[config.mk]
export PLATFORM = sky130hd
export DESIGN_NAME = xbip_multadd_flat
export DESIGN_NICKNAME = d
export VERILOG_FILES = /design/src/rtl/mac_pkg.sv /design/src/rtl/xbip_multadd_if.sv /design/src/rtl/xbip_multadd_booth_mult.sv /design/src/rtl/xbip_multadd.sv /design/src/flat_wrapper.sv
export SDC_FILE = /design/constraint.sdc
export NUM_CORES = 1
export LEC_CHECK = 0
export CAP_MARGIN = 25
export CELL_PAD_IN_SITES_DETAIL_PLACEMENT = 2
export CELL_PAD_IN_SITES_GLOBAL_PLACEMENT = 2
export CORE_MARGIN = 5
export CORE_UTILIZATION = 32
export DETAILED_ROUTE_END_ITERATION = 10
export PLACE_DENSITY_LB_ADDON = 0.25
export SLEW_MARGIN = 10
export SYNTH_ARGS = -nofsm -noshare
export SYNTH_HDL_FRONTEND = slang
export SYNTH_SLANG_ARGS = --single-unit
[constraint.sdc]
create_clock -name vclk -period 11.4
set_input_delay 2.28 -clock vclk [all_inputs]
set_output_delay 2.28 -clock vclk [all_outputs]
set_load 0.05 [all_outputs]
[src/rtl/mac_pkg.sv]
// Shared widths, result-width derivation and operand/result typedefs for the
// multiply-add datapath used by the systolic-array processing elements.
package mac_pkg;

  localparam int A_W_DEF = 8;
  localparam int B_W_DEF = 8;
  localparam int C_W_DEF = 16;

  // Result width: one bit above the wider of the product and the addend, so
  // C +/- A*B can never overflow.
  function automatic int p_width(input int a_w, input int b_w, input int c_w);
    int wide;
    if ((a_w + b_w) > c_w) begin
      wide = a_w + b_w;
    end else begin
      wide = c_w;
    end
    return wide + 1;
  endfunction

  localparam int P_W_DEF = p_width(A_W_DEF, B_W_DEF, C_W_DEF);

  typedef logic signed [A_W_DEF-1:0]           a_t;
  typedef logic signed [B_W_DEF-1:0]           b_t;
  typedef logic signed [C_W_DEF-1:0]           c_t;
  typedef logic signed [A_W_DEF+B_W_DEF-1:0]   prod_t;
  typedef logic signed [P_W_DEF-1:0]           p_t;

endpackage

[src/rtl/xbip_multadd_if.sv]
// Operand/result bundle of the multiply-add unit. The master drives operands,
// the slave (the unit itself) drives P and its cascade copy PCOUT.
interface xbip_multadd_if
  import mac_pkg::*;
#(
  parameter int A_W = A_W_DEF,
  parameter int B_W = B_W_DEF,
  parameter int C_W = C_W_DEF
);

  localparam int P_W = p_width(A_W, B_W, C_W);

  logic signed [A_W-1:0] A;
  logic signed [B_W-1:0] B;
  logic signed [C_W-1:0] C;
  logic                  SUBTRACT;
  logic signed [P_W-1:0] P;
  logic signed [P_W-1:0] PCOUT;

  modport master (
    output A, B, C, SUBTRACT,
    input  P, PCOUT
  );

  modport slave (
    input  A, B, C, SUBTRACT,
    output P, PCOUT
  );

endinterface

[src/rtl/xbip_multadd_booth_mult.sv]
// Combinational signed radix-4 Booth multiplier producing a full-width
// (A_W+B_W)-bit two's-complement product.
module booth_mult
  import mac_pkg::*;
#(
  parameter int A_W = A_W_DEF,
  parameter int B_W = B_W_DEF
) (
  input  logic signed [A_W-1:0]     a_i,
  input  logic signed [B_W-1:0]     b_i,
  output logic signed [A_W+B_W-1:0] prod_o
);

  localparam int PR_W = A_W + B_W;
  localparam int NG   = (B_W + 1) / 2;
  localparam int BX_W = 2 * NG + 1;

  logic signed [PR_W-1:0] a_ext_s;
  logic signed [PR_W-1:0] a_dbl_s;
  logic signed [BX_W-2:0] b_sx_s;
  logic        [BX_W-1:0] b_ext_s;
  logic signed [PR_W-1:0] pp_s [NG];

  assign a_ext_s = PR_W'(a_i);
  assign a_dbl_s = a_ext_s <<< 1;
  assign b_sx_s  = (BX_W - 1)'(b_i);
  // Implicit b[-1] = 0 below the LSB so every group sees a full triplet.
  assign b_ext_s = {b_sx_s, 1'b0};

  for (genvar g = 0; g < NG; g++) begin : g_pp
    // Booth recoding of one overlapping triplet into a digit in {-2..+2}.
    always_comb begin
      pp_s[g] = '0;
      case (b_ext_s[2*g +: 3])
        3'b001, 3'b010: pp_s[g] = a_ext_s;
        3'b011:         pp_s[g] = a_dbl_s;
        3'b100:         pp_s[g] = -a_dbl_s;
        3'b101, 3'b110: pp_s[g] = -a_ext_s;
        default:        pp_s[g] = '0;
      endcase
    end
  end

  // Weighted sum of the partial products; wrap-around is harmless because
  // the true product always fits in PR_W bits.
  always_comb begin
    prod_o = '0;
    for (int i = 0; i < NG; i++) begin
      prod_o = prod_o + (pp_s[i] <<< (2 * i));
    end
  end

endmodule

[src/rtl/xbip_multadd.sv]
// Signed multiply-add/subtract: P = C +/- A*B at full precision, either
// combinational (PE accumulation path) or with one registered output stage.
module xbip_multadd
  import mac_pkg::*;
#(
  parameter int A_W     = A_W_DEF,
  parameter int B_W     = B_W_DEF,
  parameter int C_W     = C_W_DEF,
  parameter int LATENCY = 0
) (
  input  logic           clk,
  input  logic           rst_n,
  xbip_multadd_if.slave  bus
);

  localparam int  P_W     = p_width(A_W, B_W, C_W);
  localparam int  PR_W    = A_W + B_W;
  localparam bit  REG_OUT = (LATENCY == 1);

  if ((LATENCY != 0) && (LATENCY != 1)) begin : g_bad_latency
    $error("xbip_multadd: LATENCY must be 0 or 1");
  end

  logic signed [PR_W-1:0] prod_s;
  logic signed [P_W-1:0]  prod_ext_s;
  logic signed [P_W-1:0]  c_ext_s;
  logic signed [P_W-1:0]  addend_s;
  logic signed [P_W-1:0]  p_d;
  logic signed [P_W-1:0]  p_q;

  booth_mult #(
    .A_W (A_W),
    .B_W (B_W)
  ) u_booth (
    .a_i    (bus.A),
    .b_i    (bus.B),
    .prod_o (prod_s)
  );

  assign prod_ext_s = P_W'(prod_s);
  assign c_ext_s    = P_W'(bus.C);

  // Only an explicit 1 subtracts; anything else (tied low, X, Z) adds.
  always_comb begin
    addend_s = prod_ext_s;
    if (bus.SUBTRACT == 1'b1) begin
      addend_s = -prod_ext_s;
    end else begin
      addend_s = prod_ext_s;
    end
  end

  assign p_d = c_ext_s + addend_s;

  // Optional output stage; pruned when the combinational path is selected.
  always_ff @(posedge clk or negedge rst_n) begin
    if (!rst_n) begin
      p_q <= '0;
    end else begin
      p_q <= p_d;
    end
  end

  assign bus.P     = REG_OUT ? p_q : p_d;
  assign bus.PCOUT = REG_OUT ? p_q : p_d;

endmodule

[src/flat_wrapper.sv]
// flat-port wrapper written by rule: the top's interface ports become plain ports
module xbip_multadd_flat import mac_pkg::*;
#(
  parameter int A_W     = A_W_DEF,
  parameter int B_W     = B_W_DEF,
  parameter int C_W     = C_W_DEF,
  parameter int LATENCY = 0
)
  (clk, rst_n, bus_A, bus_B, bus_C, bus_SUBTRACT, bus_P, bus_PCOUT);
  xbip_multadd_if #(.A_W(A_W), .B_W(B_W), .C_W(C_W)) bus_i ();
  input  logic clk;
  input  logic rst_n;
  input wire logic [$bits(bus_i.A)-1:0] bus_A;
  input wire logic [$bits(bus_i.B)-1:0] bus_B;
  input wire logic [$bits(bus_i.C)-1:0] bus_C;
  input wire logic [$bits(bus_i.SUBTRACT)-1:0] bus_SUBTRACT;
  output wire logic [$bits(bus_i.P)-1:0] bus_P;
  output wire logic [$bits(bus_i.PCOUT)-1:0] bus_PCOUT;
  assign bus_i.A = bus_A;
  assign bus_i.B = bus_B;
  assign bus_i.C = bus_C;
  assign bus_i.SUBTRACT = bus_SUBTRACT;
  assign bus_P = bus_i.P;
  assign bus_PCOUT = bus_i.PCOUT;
  xbip_multadd #(.A_W(A_W), .B_W(B_W), .C_W(C_W), .LATENCY(LATENCY)) u_core (.clk(clk), .rst_n(rst_n), .bus(bus_i));
endmodule
==> run_results.csv, run 1 <==
group,metric,value,unit
grt,globalRouteOverflowTotal,0,
timing,setup_ws,201,ps
grt,grt.total_usage,20.6,%
die,die_w,122,um
timing,tightest_slew,796,ps
critical_path,max_stage_delay,530,ps
hold_path,min_to,"bus_P[10]",
finish,area_growth,29.3,%
finish,nClkBuffers,0,
synth,synth_common_cells,"inv_1 (49), a21oi_1 (47), nand2_1 (47)",
job,cap_violations,0,
timing,relSlewSlack,46.8,%
placed_design,dpl.hpwl,13300,um
routing,dr_total_vias,4547,
synth,synth.most_common_cell,"inv_1",
die,dieHeight,122,um
synth,synth_top_area_cell,"fa_1",
routing,routedWlPerCell,19.8,um
hold_path,hp-start,"bus_C[10]",
synth,synthesis.nets,662,
critical_path,cp_common_cell,"a21oi_1",
timing,setup-violations-final,0,
critical_path,critPathRequiredTime,9120,ps
timing,finalCritPeriodShare,98.2,%
placed_design,dp_cells,803,
grt,grt_max_degree,28,
synth,synth.cell_area,0.00401,mm^2
finish,n_antenna_cell,0,
synth,syn_avg_cell_area,7.03,um^2
hold_path,hold_path.class,"in2out",
critical_path,crit_slowest_cell,"fa_1",
synth,synth_cell_types,65,
finish,layout.cells.non_filler,806,
critical_path,end_kind,"output port",
synth,yosys-top-cells-area,"fa_1 (11%), ha_1 (11%), xnor2_1 (6.8%), a21oi_1 (5.9%), inv_1 (4.6%)",
critical_path,crit_type,"in2out",
finish,seq_cell_count,0,
die,core_area,0.0122,mm^2
routing,route.final.wire_length,15900,um
clock_network,postCtsHoldBufs,0,
finish,nets,732,
routing,drt_iter0_markers,201,
critical_path,cp-start-kind,"primary input",
routing,route.detailed.drc,0,
timing,fin_crit,11200,ps
routing,vias_per_cell,5.64,
timing,fmax,89.3,MHz
finish,seq_area,0,um^2
placed_design,place.gp.congestion,0.924,
grt,grt_pass1_wl,25500,um
critical_path,arrival,8920,ps
placed_design,portBuffers,67,
die,floorplan.initialDensity,33.0,%
synth,seq_area_frac_synth,0,%
timing,slew_viol_final,0,
routing,ant_nets,0,
placed_design,post-place-ws,-117,ps
synth,synth.top_cell.area_share,11.0,%
grt,grt_pass1_vias,5021,
die,die_area,0.0149,mm^2
timing,hold_slack,5480,ps
hold_path,whs_path_depth,4,
critical_path,critPathMaxFanout,5,
die,rows,40,
grt,antenna_found_initial,0,
timing,finalHoldViolations,0,
finish,drive_gt1_share,16.1,%
die,io_pins,69,
status,outcome,"complete, no violations",
finish,fill_cells,1471,
routing,drtPass1Iterations,6,
synth,synth_warnings,0,
synth,postSynthCellCount,570,
## stage by stage
stage,area [um^2],util (%),TNS (ps)
6_report,5180,42.6,0
5_1_grt,5180,42.6,-530
4_1_cts,5070,41.7,0
3_5_place_dp,5070,41.7,-231
3_3_place_gp,5070,41.7,0
2_1_floorplan,4010,-,0
## worst max path at each step
stage / to / from / cells past startpoint / slack (ps)
2_1_floorplan: bus_PCOUT[15] / bus_A[0] / 25 / 60
3_3_place_gp: bus_P[16] / bus_A[0] / 26 / 210
3_5_place_dp: bus_PCOUT[16] / bus_A[0] / 30 / -120
4_1_cts: bus_PCOUT[16] / bus_A[0] / 30 / 4
5_1_grt: bus_PCOUT[16] / bus_A[2] / 29 / -130
6_report: bus_PCOUT[16] / bus_A[2] / 29 / 200
## cell families after synthesis
group | synth area share, %
AO/OA/AOI/OAI | 31.5
AND/OR/NAND/NOR | 20.0
buffers and inverters | 11.1
adder cells (fa/ha/maj) | 21.9
XOR/XNOR | 11.8
multiplexers | 3.65
## area by class of cell
type,instances,area [um^2],area share [%]
inverters,52,195,3.77
well taps,168,210,4.06
repair buffers,116,1130,21.8
multi-input cells,470,3650,70.4
## critical path: cells and delay by family
family / cells / cell delay, ps
AOI/OAI and AO/OA: 10 / 1680
adders and majority gates: 4 / 1650
xor gates and xnor gates: 3 / 760
buffers and inverters: 6 / 1100
and+or+nand+nor: 6 / 1450
## layout by cell type (no fill, tap or decap), drive strengths merged, types with 6 or more instances in the layout
cell / count
buf: 65
clkdlybuf4s50: 49
inv: 49
nand2: 47
a21oi: 47
nor2: 42
ha: 35
xnor2: 32
o21ai: 27
fa: 22
a221oi: 16
xor2: 16
a21o: 14
a22oi: 14
nor3: 13
nand3: 11
nand2b: 10
mux2i: 9
o31ai: 9
or3: 9
nor2b: 8
o22ai: 7
or2: 7
and2: 6
a31oi: 6
## routing by layer
metal	vias to the layer above	share of wire, %	GRT usage, %
li1	2172	-	-
met1	2278	42	24.4
met2	86	54	40.8
met3	11	3.1	1.25
met4	0	1.3	3.71
met5	-	0	0
## what timing repair did
action / in CTS / in global routing
resized for setup: 1 / 21
setup endpoints to repair: 2 / 10
endpoints found under the hold margin: 0 / 0
pin swaps: 1 / 2
buffers inserted: 0 / 3
Power of run 1 is left out: the tool's default activity adds up to more than one toggle a clock period on the data nets, which glitch-free logic cannot reach.
==> run 2, diff against run 1 <==
CORE_MARGIN = not set   (was 5)
PLACE_DENSITY_LB_ADDON = 0.1   (was 0.25)
==> run 2 against run 1 <==
Against the previous run:
- global-route usage rose by 2.8 points
- clock-buffer cell count is the same
- non-clock buffer count is 4 lower
- first-iteration DRC count decreased by 17%
- final area increased by 0.53%
- flip-flop and latch count unchanged
- critical path depth fell by 4
- utilization rose by 0.40 points
==> run_results.csv, run 2 (synthesized netlist as in run 1, its figures left out) <==
group,metric,value,unit
job,cap_violations,0,
finish,nClkBuffers,0,
routing,met3_length,306,um
routing,routedWlPerCell,19.4,um
critical_path,cp_common_cell,"a21oi_1",
critical_path,critPathRequiredTime,9120,ps
die,die_area,0.0130,mm^2
timing,finalCritPeriodShare,97.2,%
timing,slew_viol_final,0,
timing,setup_ws,322,ps
grt,antenna_found_initial,0,
routing,met2_wirelength,8470,um
critical_path,cp-start-kind,"primary input",
timing,fmax,90.3,MHz
routing,wirelength_met1,6610,um
critical_path,arrival,8800,ps
hold_path,hp-start,"bus_C[15]",
die,io_pins,69,
grt,grt_pass1_vias,4787,
die,dieHeight,114,um
placed_design,place.gp.congestion,0.873,
timing,relSlewSlack,54.0,%
die,rows,40,
clock_network,postCtsHoldBufs,0,
finish,n_antenna_cell,0,
finish,nets,728,
timing,setup-violations-final,0,
placed_design,dpl.hpwl,13100,um
critical_path,max_stage_delay,570,ps
finish,most-common-layout-cells,"buf_4 (51), clkdlybuf4s50_1 (50), inv_1 (48), nand2_1 (47), a21oi_1 (46)",
finish,drive_gt1_share,16.2,%
status,outcome,"complete, no violations",
routing,route.final.wire_length,15600,um
grt,grt.total_usage,23.5,%
critical_path,critPathMaxFanout,5,
routing,drtPass1Iterations,4,
routing,dr_total_vias,4483,
die,core_area,0.0121,mm^2
critical_path,crit_start,"bus_A[2]",
finish,area_growth,30.0,%
timing,tightest_slew,688,ps
placed_design,post-place-ws,-95.2,ps
placed_design,portBuffers,67,
die,floorplan.initialDensity,33.1,%
grt,grt_pass1_wl,24600,um
grt,grt_max_degree,28,
finish,layout_commonest_cell,"buf_4",
finish,seq_cell_count,0,
critical_path,crit_slowest_cell,"fa_1",
routing,ant_nets,0,
timing,fin_crit,11080,ps
timing,finalHoldViolations,0,
routing,vias_per_cell,5.59,
critical_path,crit_type,"in2out",
routing,route.detailed.drc,0,
hold_path,hold_path.class,"in2out",
hold_path,min_to,"bus_PCOUT[16]",
finish,multi_input_area,0.00371,mm^2
hold_path,whs_path_depth,3,
grt,globalRouteOverflowTotal,0,
routing,drt_iter0_markers,166,
die,die_w,114,um
critical_path,end_kind,"output port",
finish,seq_area,0,um^2
routing,highest-signal-layer,"met4",
finish,fill_cells,1452,
-- run 2: cell types whose count changed in the layout (fill, tap and decap cells not counted), sizes merged --
cell	previous run	this run
buf	65	61
clkdlybuf4s50	49	50
dlymetal6s2s	2	1
-- run 2: final cells by class --
class	instances	area share (%)
inverter	52	3.75
multi-input combinational	470	71.2
tap	168	4.03
timing repair buffer	112	21.0
-- run 2: layer usage --
| layer | up-vias | global-route usage (%) |
|---|---|---|
| li1 | 2162 | - |
| met1 | 2231 | 27.3 |
| met2 | 78 | 48.4 |
| met3 | 12 | 0.584 |
| met4 | 0 | 2.77 |
| met5 | - | 0 |
-- run 2: how the worst max path moves through the flow --
stage	depth (start not counted)	to
final	25	bus_P[16]
after global routing	30	bus_PCOUT[15]
after CTS	27	bus_P[16]
after detailed placement	26	bus_P[16]
after global placement	26	bus_PCOUT[16]
after floorplan	25	bus_PCOUT[15]
-- run 2: worst max-delay path: cells and delay by family --
family                     cells  cell delay (ps)
muxes                          1              500
xor gates and xnor gates       3              720
adders and majority gates      4             1630
buffers and inverters          5              960
and+or+nand+nor                5             1410
AOI/OAI and AO/OA              7             1280
-- run 2: timing repair --
item	4_1_cts	5_1_grt
resized for setup	5	24
endpoints found under the setup margin	2	8
pin swaps	0	6
setup buffers	0	2
-- run 2: per-stage QoR --
step,instance area (um^2),hold slack [ps],TNS [ps],cells,utilization [%]
global route,5210,5560,-184,802,43.0
global placement,5050,5470,0,800,41.7
detailed placement,5050,5550,-190,800,41.7
floorplan,4010,4950,0,570,-
finish,5210,5540,0,802,43.0
CTS,5080,5560,0,800,41.9
Power of run 2 is left out for the same reason.
==> run 3, diff against run 2 <==
CELL_PAD_IN_SITES_DETAIL_PLACEMENT = 1   (was 2)
==> run 3 against run 2 <==
Against the previous run:
- critical path depth increased by 2
- final area decreased by 0.31%
- non-clock buffer count increased by 2
- largest cell class unchanged
==> run_results.csv, run 3 (synthesized netlist as in run 1, its figures left out) <==
group,metric,value,unit
status,outcome,"complete, no violations",
grt,grt_max_degree,28,
critical_path,arrival,8840,ps
job,cap_violations,0,
placed_design,post-place-ws,-66.7,ps
routing,routedWlPerCell,17.4,um
timing,slew_viol_final,0,
critical_path,critPathMaxFanout,5,
hold_path,hold_path.class,"in2out",
finish,nClkBuffers,0,
routing,drt_iter0_markers,193,
clock_network,postCtsHoldBufs,0,
timing,fin_crit,11120,ps
routing,ant_nets,0,
timing,relSlewSlack,54.4,%
grt,grt.total_usage,21.3,%
die,die_area,0.0130,mm^2
grt,grt_pass1_wl,22400,um
routing,route.final.wire_length,14000,um
finish,nets,730,
timing,fmax,89.9,MHz
critical_path,path_buf_inv,8,
critical_path,cp-start-kind,"primary input",
critical_path,path_delay_family,"adder cells",
grt,antenna_found_initial,0,
timing,finalCritPeriodShare,97.5,%
finish,area_growth,29.6,%
placed_design,placed_area,0.00505,mm^2
routing,met3_length,409,um
placed_design,dpl.hpwl,11600,um
die,floorplan.initialDensity,33.1,%
die,core_area,0.0121,mm^2
critical_path,critPathRequiredTime,9120,ps
routing,vias_per_cell,5.51,
routing,met2_wirelength,7400,um
critical_path,crit_type,"in2out",
die,io_pins,69,
placed_design,place.gp.congestion,0.873,
routing,wirelength_met1,5950,um
finish,drive_gt1_share,16.2,%
placed_design,portBuffers,67,
critical_path,max_stage_delay,560,ps
routing,highest-signal-layer,"met4",
die,die_w,114,um
routing,dr_total_vias,4434,
finish,layout_commonest_cell,"buf_4",
timing,finalHoldViolations,0,
finish,seq_area,0,um^2
grt,grt_pass1_vias,4539,
routing,route.detailed.drc,0,
routing,drtPass1Iterations,4,
grt,globalRouteOverflowTotal,0,
timing,setup-violations-final,0,
die,dieHeight,114,um
finish,seq_cell_count,0,
finish,n_antenna_cell,0,
timing,tightest_slew,683,ps
finish,most-common-layout-cells,"buf_4 (53), clkdlybuf4s50_1 (51), inv_1 (48), nand2_1 (47), a21oi_1 (46)",
critical_path,end_kind,"output port",
die,rows,40,
finish,fill_cells,1526,
timing,setup_ws,282,ps
finish,design_area,0.00519,mm^2
critical_path,crit_slowest_cell,"fa_1",
-- run 3: cell count changes in the layout (fill, tap and decap cells not counted), sizes merged --
cell / before / now
buf: 61 / 63
dlymetal6s2s: 1 / 0
clkdlybuf4s50: 50 / 51
-- run 3: through the flow --
step	TNS, ps	hold WS (ps)	cells	util [%]
floorplan	0	4950	570	-
global placement	0	5470	800	41.7
detailed placement	-132	5470	800	41.7
CTS	0	5480	800	41.8
global route	-180	5520	804	42.9
finish	0	5470	804	42.9
-- run 3: path summary, 6_finish.rpt --
path / start / cells past startpoint / endpoint / slack (ps)
hold / removal: bus_C[10] / 4 / bus_P[10] / 5470
setup / recovery: bus_A[1] / 27 / bus_PCOUT[15] / 280
-- run 3: final cells by class --
class	count	area (um^2)	area share (%)
multi-input cells	470	3680	70.9
repair buffers	114	1110	21.3
well taps	168	210	4.05
inverters	52	195	3.76
-- run 3: timing repair --
action                     in CTS  in global routing
pin swaps                       0                  5
hold endpoints to repair        0                  0
setup endpoints to repair       2                  8
resized for setup               1                 24
buffers inserted                0                  4
-- run 3: layer usage --
layer	GRT usage, %	vias to the layer above
met5	0	-
met3	0.744	18
li1	-	2167
met1	25.0	2153
met2	42.7	96
met4	3.90	0
-- run 3: worst min-delay path, stage by stage --
cell and delay, ps:
clkdlybuf4s50_1 460, ha_1 180, xor2_1 90, buf_4 190
Power of run 3 is left out for the same reason.
